### src/rtl/spi_mem_ctrl_pkg.sv
// spi_ctrl_pkg: shared command/FSM types for the SPI memory controller and the SPI slave
// Contents: CTRL_WIDTH (command field width), cmd_t (frame commands), ctrl_state_t (controller FSM states)
package spi_ctrl_pkg;

    localparam int CTRL_WIDTH = 2;

    typedef enum logic [CTRL_WIDTH-1:0] {
        CMD_WR_ADDR = 2'b00,
        CMD_WR_DATA = 2'b01,
        CMD_RD_ADDR = 2'b10,
        CMD_RD_DATA = 2'b11
    } cmd_t;

    typedef enum logic [2:0] {
        IDLE,
        DECODE,
        MEM_WR,
        MEM_RD,
        RD_WAIT,
        TX
    } ctrl_state_t;

endpackage

### src/rtl/spi_mem_ctrl.sv
// spi_mem_ctrl: decodes SPI frames into address/data commands and sequences a single-port synchronous memory
// Ports: clk, rst (async, active-high); rx_valid/rx_data frame input from the SPI slave;
//        tx_valid/tx_data read data back to the slave for FRAME_WIDTH cycles;
//        mem_en/mem_we/mem_addr/mem_wdata/mem_rdata memory port; busy (not IDLE); cmd_err error pulse
module spi_mem_ctrl
    import spi_ctrl_pkg::*;
#(
    parameter int FRAME_WIDTH = 8,
    parameter int ADDR_WIDTH  = 8,
    parameter int MEM_LATENCY = 1,
    parameter int AUTO_INC    = 0
) (
    input  logic                              clk,
    input  logic                              rst,
    input  logic                              rx_valid,
    input  logic [FRAME_WIDTH+CTRL_WIDTH-1:0] rx_data,
    output logic                              tx_valid,
    output logic [FRAME_WIDTH-1:0]            tx_data,
    output logic                              mem_en,
    output logic                              mem_we,
    output logic [ADDR_WIDTH-1:0]             mem_addr,
    output logic [FRAME_WIDTH-1:0]            mem_wdata,
    input  logic [FRAME_WIDTH-1:0]            mem_rdata,
    output logic                              busy,
    output logic                              cmd_err
);

    localparam int CW = (FRAME_WIDTH > 1) ? $clog2(FRAME_WIDTH) : 1;

    if (MEM_LATENCY != 1 && MEM_LATENCY != 2) begin : g_bad_latency
        $error("spi_mem_ctrl: MEM_LATENCY must be 1 or 2");
    end

    ctrl_state_t            state, next_state;
    cmd_t                   cmd;
    logic [FRAME_WIDTH-1:0] payload;
    logic [ADDR_WIDTH-1:0]  wr_addr, rd_addr;
    logic                   rd_armed;
    logic                   rx_valid_q;
    logic                   lat_cnt;
    logic [CW-1:0]          tx_cnt;
    logic                   new_frame;
    logic                   lat_done;

    assign new_frame = rx_valid & ~rx_valid_q;
    assign lat_done  = lat_cnt == 1'(MEM_LATENCY - 1);

    always_comb begin
        next_state = state;
        case (state)
            IDLE:    next_state = new_frame ? DECODE : IDLE;
            DECODE:  next_state = (cmd == CMD_WR_DATA) ? MEM_WR :
                                  (cmd == CMD_RD_DATA && rd_armed) ? MEM_RD : IDLE;
            MEM_WR:  next_state = IDLE;
            MEM_RD:  next_state = RD_WAIT;
            RD_WAIT: next_state = lat_done ? TX : RD_WAIT;
            TX:      next_state = (tx_cnt == '0) ? IDLE : TX;
            default: next_state = IDLE;
        endcase
    end

    // Outputs are registered from next_state so the strobes line up with the state they belong to.
    always_ff @(posedge clk or posedge rst) begin
        if (rst) begin
            state      <= IDLE;
            cmd        <= CMD_WR_ADDR;
            payload    <= '0;
            wr_addr    <= '0;
            rd_addr    <= '0;
            rd_armed   <= 1'b0;
            rx_valid_q <= 1'b0;
            lat_cnt    <= 1'b0;
            tx_cnt     <= '0;
            tx_valid   <= 1'b0;
            tx_data    <= '0;
            mem_en     <= 1'b0;
            mem_we     <= 1'b0;
            mem_addr   <= '0;
            mem_wdata  <= '0;
            busy       <= 1'b0;
            cmd_err    <= 1'b0;
        end else begin
            state      <= next_state;
            rx_valid_q <= rx_valid;
            busy       <= next_state != IDLE;
            mem_en     <= next_state == MEM_WR || next_state == MEM_RD;
            mem_we     <= next_state == MEM_WR;
            // A frame arriving while busy is dropped; so is a read with no armed address.
            cmd_err    <= (new_frame && state != IDLE) ||
                          (state == DECODE && cmd == CMD_RD_DATA && !rd_armed);
            lat_cnt    <= (state == RD_WAIT) ? lat_cnt + 1'b1 : 1'b0;
            if (state == IDLE && new_frame) begin
                cmd     <= cmd_t'(rx_data[FRAME_WIDTH+CTRL_WIDTH-1:FRAME_WIDTH]);
                payload <= rx_data[FRAME_WIDTH-1:0];
            end
            if (state == DECODE && cmd == CMD_WR_ADDR) wr_addr <= payload[ADDR_WIDTH-1:0];
            if (state == DECODE && cmd == CMD_RD_ADDR) begin
                rd_addr  <= payload[ADDR_WIDTH-1:0];
                rd_armed <= 1'b1;
            end
            if (next_state == MEM_WR) begin
                mem_addr  <= wr_addr;
                mem_wdata <= payload;
            end
            if (next_state == MEM_RD) mem_addr <= rd_addr;
            if (state == MEM_WR && AUTO_INC != 0) wr_addr <= wr_addr + 1'b1;
            if (state == RD_WAIT && lat_done) begin
                tx_data  <= mem_rdata;
                tx_valid <= 1'b1;
                tx_cnt   <= CW'(FRAME_WIDTH - 1);
                rd_armed <= 1'b0;
                if (AUTO_INC != 0) rd_addr <= rd_addr + 1'b1;
            end
            if (state == TX) begin
                tx_cnt <= tx_cnt - 1'b1;
                if (tx_cnt == '0) tx_valid <= 1'b0;
            end
        end
    end

endmodule

### config.mk
export PLATFORM = sky130hd
export DESIGN_NAME = spi_mem_ctrl
export DESIGN_NICKNAME = d
export VERILOG_FILES = /design/src/rtl/spi_mem_ctrl_pkg.sv /design/src/rtl/spi_mem_ctrl.sv
export SDC_FILE = /design/constraint.sdc
export NUM_CORES = 1
export LEC_CHECK = 0
export ABC_AREA = 0
export CORE_MARGIN = 2
export CORE_UTILIZATION = 30
export DETAILED_ROUTE_END_ITERATION = 10
export SYNTH_ARGS = -nofsm -noshare
export SYNTH_HDL_FRONTEND = slang
export SYNTH_SLANG_ARGS = --single-unit
### constraint.sdc
create_clock -name clk -period 2.1 [get_ports clk]
set_input_delay 0.42 -clock clk [delete_from_list [all_inputs] [get_ports clk]]
set_output_delay 0.42 -clock clk [all_outputs]
set_load 0.005 [all_outputs]
# Word-level counts from Yosys, hierarchy flattened
# Index checks and enable logic that the tools add are counted.
# word_totals
register_bits	64
inputBits	21
out_inout_bits	29
elab_cells	66
# op_classes
add_sub_neg	2
eq_ne	9
mux	16
n_bitwise	3
reduce_logical	19
# ops
cell	n
2-to-1 mux 8 bit	2
case mux 3 bit (5 select lines)	1
== test 3 x 2 -> 1 bit (second input constant)	3
2-to-1 mux 3 bit	3
logical AND 1 bit	8
2-to-1 mux 1 bit	8
== test 3 bit (second input constant)	2
zero test 3 bit	2
nonzero test 2 bit	3
nonzero test 3 bit	2
== test 2 bit (second input constant)	2
2-to-1 mux 2 bit	2
== test 3 x 1 -> 1 bit (second input constant)	1
subtractor 3 x 1 -> 3 bit (second input constant)	1
== test 2 x 1 -> 1 bit (second input constant)	1
zero test 2 bit	1
logical OR 1 bit	2
NOT 1 bit	2
adder 1 bit (second input constant)	1
bitwise AND 1 bit	1
zero test 1 bit	1

# Logic depth before layout (Yosys ltp)
# logic_depth
depth_word	8
depth_mapped	5
ltp_nobuf	5

# Worst setup path after synthesis
# OpenSTA, ideal clock, no wires.
# synth_path
path_type	register to register
from	register state[2]
to	register wr_addr[0]
setup_ns	0.125
arrival_ns	1.401
required_ns	1.975
setup_slack_ns	0.575
path_stages_with_launch	5
path_buffers	1
period_less_slack_ns	1.525
cell_sequence	dfrtp_1 -> nor4b_2 -> nor2b_1 -> buf_2 -> mux2_2
# synth_via
elab_chain_len	2
# synth_rtl
item	line	text
from (decl)	spi_mem_ctrl.sv:34	ctrl_state_t state, next_state;
from (signal assigned)	spi_mem_ctrl.sv:83	state <= next_state;
== test 3 x 1 -> 1 bit	spi_mem_ctrl.sv:96	if (state == DECODE && cmd == CMD_WR_ADDR) wr_addr <= payload[ADDR_WIDTH-1:0];
logical AND 1 bit	spi_mem_ctrl.sv:96	
to (signal assigned)	spi_mem_ctrl.sv:96	
to (signal assigned)	spi_mem_ctrl.sv:106	if (state == MEM_WR && AUTO_INC != 0) wr_addr <= wr_addr + 1'b1;
to (decl)	spi_mem_ctrl.sv:37	logic [ADDR_WIDTH-1:0] wr_addr, rd_addr;
# Every way passes these cells.
# A chain may end at the register's enable or synchronous reset.

# Worst setup path in the final report
# layout_path
from	register mem_addr[7]
to	output mem_addr[7]
# layout_rtl
item	line	text
from (decl)	spi_mem_ctrl.sv:21	output logic [ADDR_WIDTH-1:0] mem_addr,
from (signal assigned)	spi_mem_ctrl.sv:102	mem_addr <= wr_addr;
from (signal assigned)	spi_mem_ctrl.sv:105	if (next_state == MEM_RD) mem_addr <= rd_addr;
# No word-level cell between the ends.

==> results.md <==
- Post-CTS resize count: 0
- # rows: 33
- Die area: 0.009192 mm^2
- Most frequent cells in the layout: dfrtp_1, clkdlybuf4s50_1, mux2_2
- Hold_buf cts: 0
- Post-layout net count: 260
- Ys Warns: 0
- I/O Buffers: 49
- DR vias: 1614
- Routability-driven placement congestion ratio: 0.7125
- Clock Power Share: 19.5%
- Post-CTS Setup Bufs: 0
- Buf/Inv on CP: 1
- TritonCTS buffer count: 9
- Drt drc: 0
- Max Transition Viols Final: 0
- Worst slew pin tran: 0.5476 ns
- Share of the yosys chip area belonging to registers: 63.24%
- Vias/cell: 4.651
- H-tree depth: 3
- Die Wd: 95.88 um
- Initial core utilization: 30.82%
- Reg2Reg Setup Slack: 0.42 ns
- Total grt overflow: 0
- Worst-path fanout max: 3
- Area grow syn2layout: 33.60%
- Net Sw Frac: 29.69%
- Post-synth top area share: 63.24%
- Ant. Diodes: 0
- Initial antenna violation count: 0
- Final WL: 5206 um
- Largest cells by area after synthesis: dfrtp_1, mux2_2, a2bb2oi_1, o22ai_1, inv_1
- MaxCap Viol Count: 0
- Worst VDD drop: 0.0006620 V
- HP Class: input pin to async pin
- Clk_lat worst skew: 0.33 ns
- Critical-path cell with the highest stage delay: clkdlybuf4s50_1
- PwrDens: 1462 mW/mm^2
- Largest net degree at the start of global routing: 52
- Final setup viols: 0
- Total iterations of the first detailed-routing run: 5
- Ratio of cells with drive above 1 in the final layout: 27.69%
- TritonCTS clock tree: done
- Syn Inst Count: 175
- Clock root buffer: clkbuf_8
- Leak: 1.446 nW
- First-iteration detailed-routing DRC count: 53
- Synth area leader: dfrtp_1
- Setup crit start: mem_addr[7]
- Worst-path cell chain: clkdlybuf4s50_1
- Relative slew slack: 63.49%
- Setup Skew: 0.005932 ns
- IO Pins: 50
- Worst r2r src: state[2]
- Library cells used by synthesis: 32
- Crit-path max cell delay: 0.53 ns
- Wire per inst: 15.00 um
- Post-synthesis instance area: 0.002532 mm^2
- Detailed Place HPWL: 3554 um
- Vias in the first global route: 1649
- Final Hold Viols: 0
- Syn_nets: 198
- CP Capture Type: output pin
- Mean post-synth cell area: 14.47 um^2
- Synthesized flop and latch total: 64
- P_int: 0.003478 W
- Commonest non-fill, non-tap cell in the layout: dfrtp_1
- Comb pwr share: 35.5%
- Fin util: 41.18%
- Minimum clock period: 1.686 ns
- Worst-case clock buffer depth: 2
- RSZ-0062 raised after global routing: no
- Clock sinks: 64
- First-pass GRT wire length: 8500 um
- Critical path arrival: 1.27 ns
- Kind of critical path: flop to output pin
- Final ANT Viol Nets: 0
- Status: finished, final reports clean
- Sequential share of power: 44.9%
- Die H: 95.88 um
- Clk slew on worst S/H paths: 0.06 ns
- Worst setup SP type: flop
- Setup tns final: 0 ns
- GRT Util Overall: 12.59%
- F_max: 593.0 MHz
- Core Region: 0.008217 mm^2
- Final worst path period share: 80.30%
- Cell family with most CP delay: buffers and inverters
- Required time worst endpoint: 1.68 ns
- Psw: 0.001469 W
-- final timing paths --
path | to | cells past startpoint
worst max register to register | wr_addr[6] | 4
max in group asynchronous | wr_addr[5] | 3
worst min register to register | cmd_err | 1
worst min-delay path | tx_data[7] | 2
min in group clk | cmd_err | 1
worst max-delay path | mem_addr[7] | 1
-- per-layer routing --
| metal | global-route usage, % | part of all wire, % |
|---|---|---|
| met1 | 16.08 | 46 |
| met2 | 19.46 | 48 |
| met3 | 5.012 | 4.4 |
| met4 | 4.286 | 1.4 |
| met5 | 0 | 0 |
-- synthesized netlist by cell type --
library cell and count:
ha_1 2, inv_1 8, clkbuf_1 1, nand2b_1 3
and2_1 2, and3b_1 1, a2bb2oi_1 7, mux2_2 42
a21oi_1 2, or3b_1 1, nand4_1 1, mux2i_1 1
nand3_1 1, buf_2 5, dfrtp_1 64, a21o_1 1
o21ai_0 5, nor3_1 1, nor2b_1 3, nor4b_2 1
nand4b_1 2, nor4bb_1 1, nand3b_1 1, o32ai_1 1
nor3_4 1, o22ai_1 8, o211ai_1 1, o221ai_1 1
a22oi_1 1, nor2_1 2, nand2_1 3, a32oi_1 1
-- flip-flops by register name, summed over array words and instances, names as in the netlist, 2 cells and up --
name / count
rd_addr: 8
tx_data: 8
state: 3
mem_addr: 8
cmd: 2
mem_wdata: 8
tx_cnt: 3
wr_addr: 8
payload: 8
-- area by class of cell --
cell class / count / area, um^2
clock inverter: 2 / 12.51
tap: 105 / 131.4
multi-input combinational: 97 / 872.1
timing repair buffer: 57 / 563.0
clock buffer: 14 / 172.7
inverter: 8 / 30.03
sequential: 64 / 1602
fill: 784 / 4833
-- per-stage QoR --
step,hold WS (ns),total power [W],worst slack (ns),cells,area [um^2]
final,0.3635,0.004947,0.4136,347,3383
after global routing,0.3720,0.005303,0.3310,347,3383
after CTS,0.3625,0.005042,0.3996,347,3383
after detailed placement,0.4693,0.004040,0.4109,331,3198
after global placement,0.4565,0.003985,0.4350,331,3198
after floorplan,0.4385,0.003148,0.08190,175,2532
-- power by group through the flow --
stage / logic, W / registers (W) / clock network, W
after CTS: 0.00180 / 0.00223 / 0.00101
after global routing: 0.00193 / 0.00232 / 0.00105
after global placement: 0.00175 / 0.00224 / 0
after detailed placement: 0.00179 / 0.00225 / 0
after floorplan: 0.00100 / 0.00214 / 0
final: 0.00176 / 0.00222 / 0.000967
-- cells by family after synthesis --
logic type | synth area share, %
AO/OA/AOI/OAI | 7.708
AND/OR/NAND/NOR | 6.670
multiplexers | 19.07
flip-flops | 63.24
buffers and inverters | 2.322
adder cells (fa/ha/maj) | 0.9880
Power figures use the tool's default switching activity.
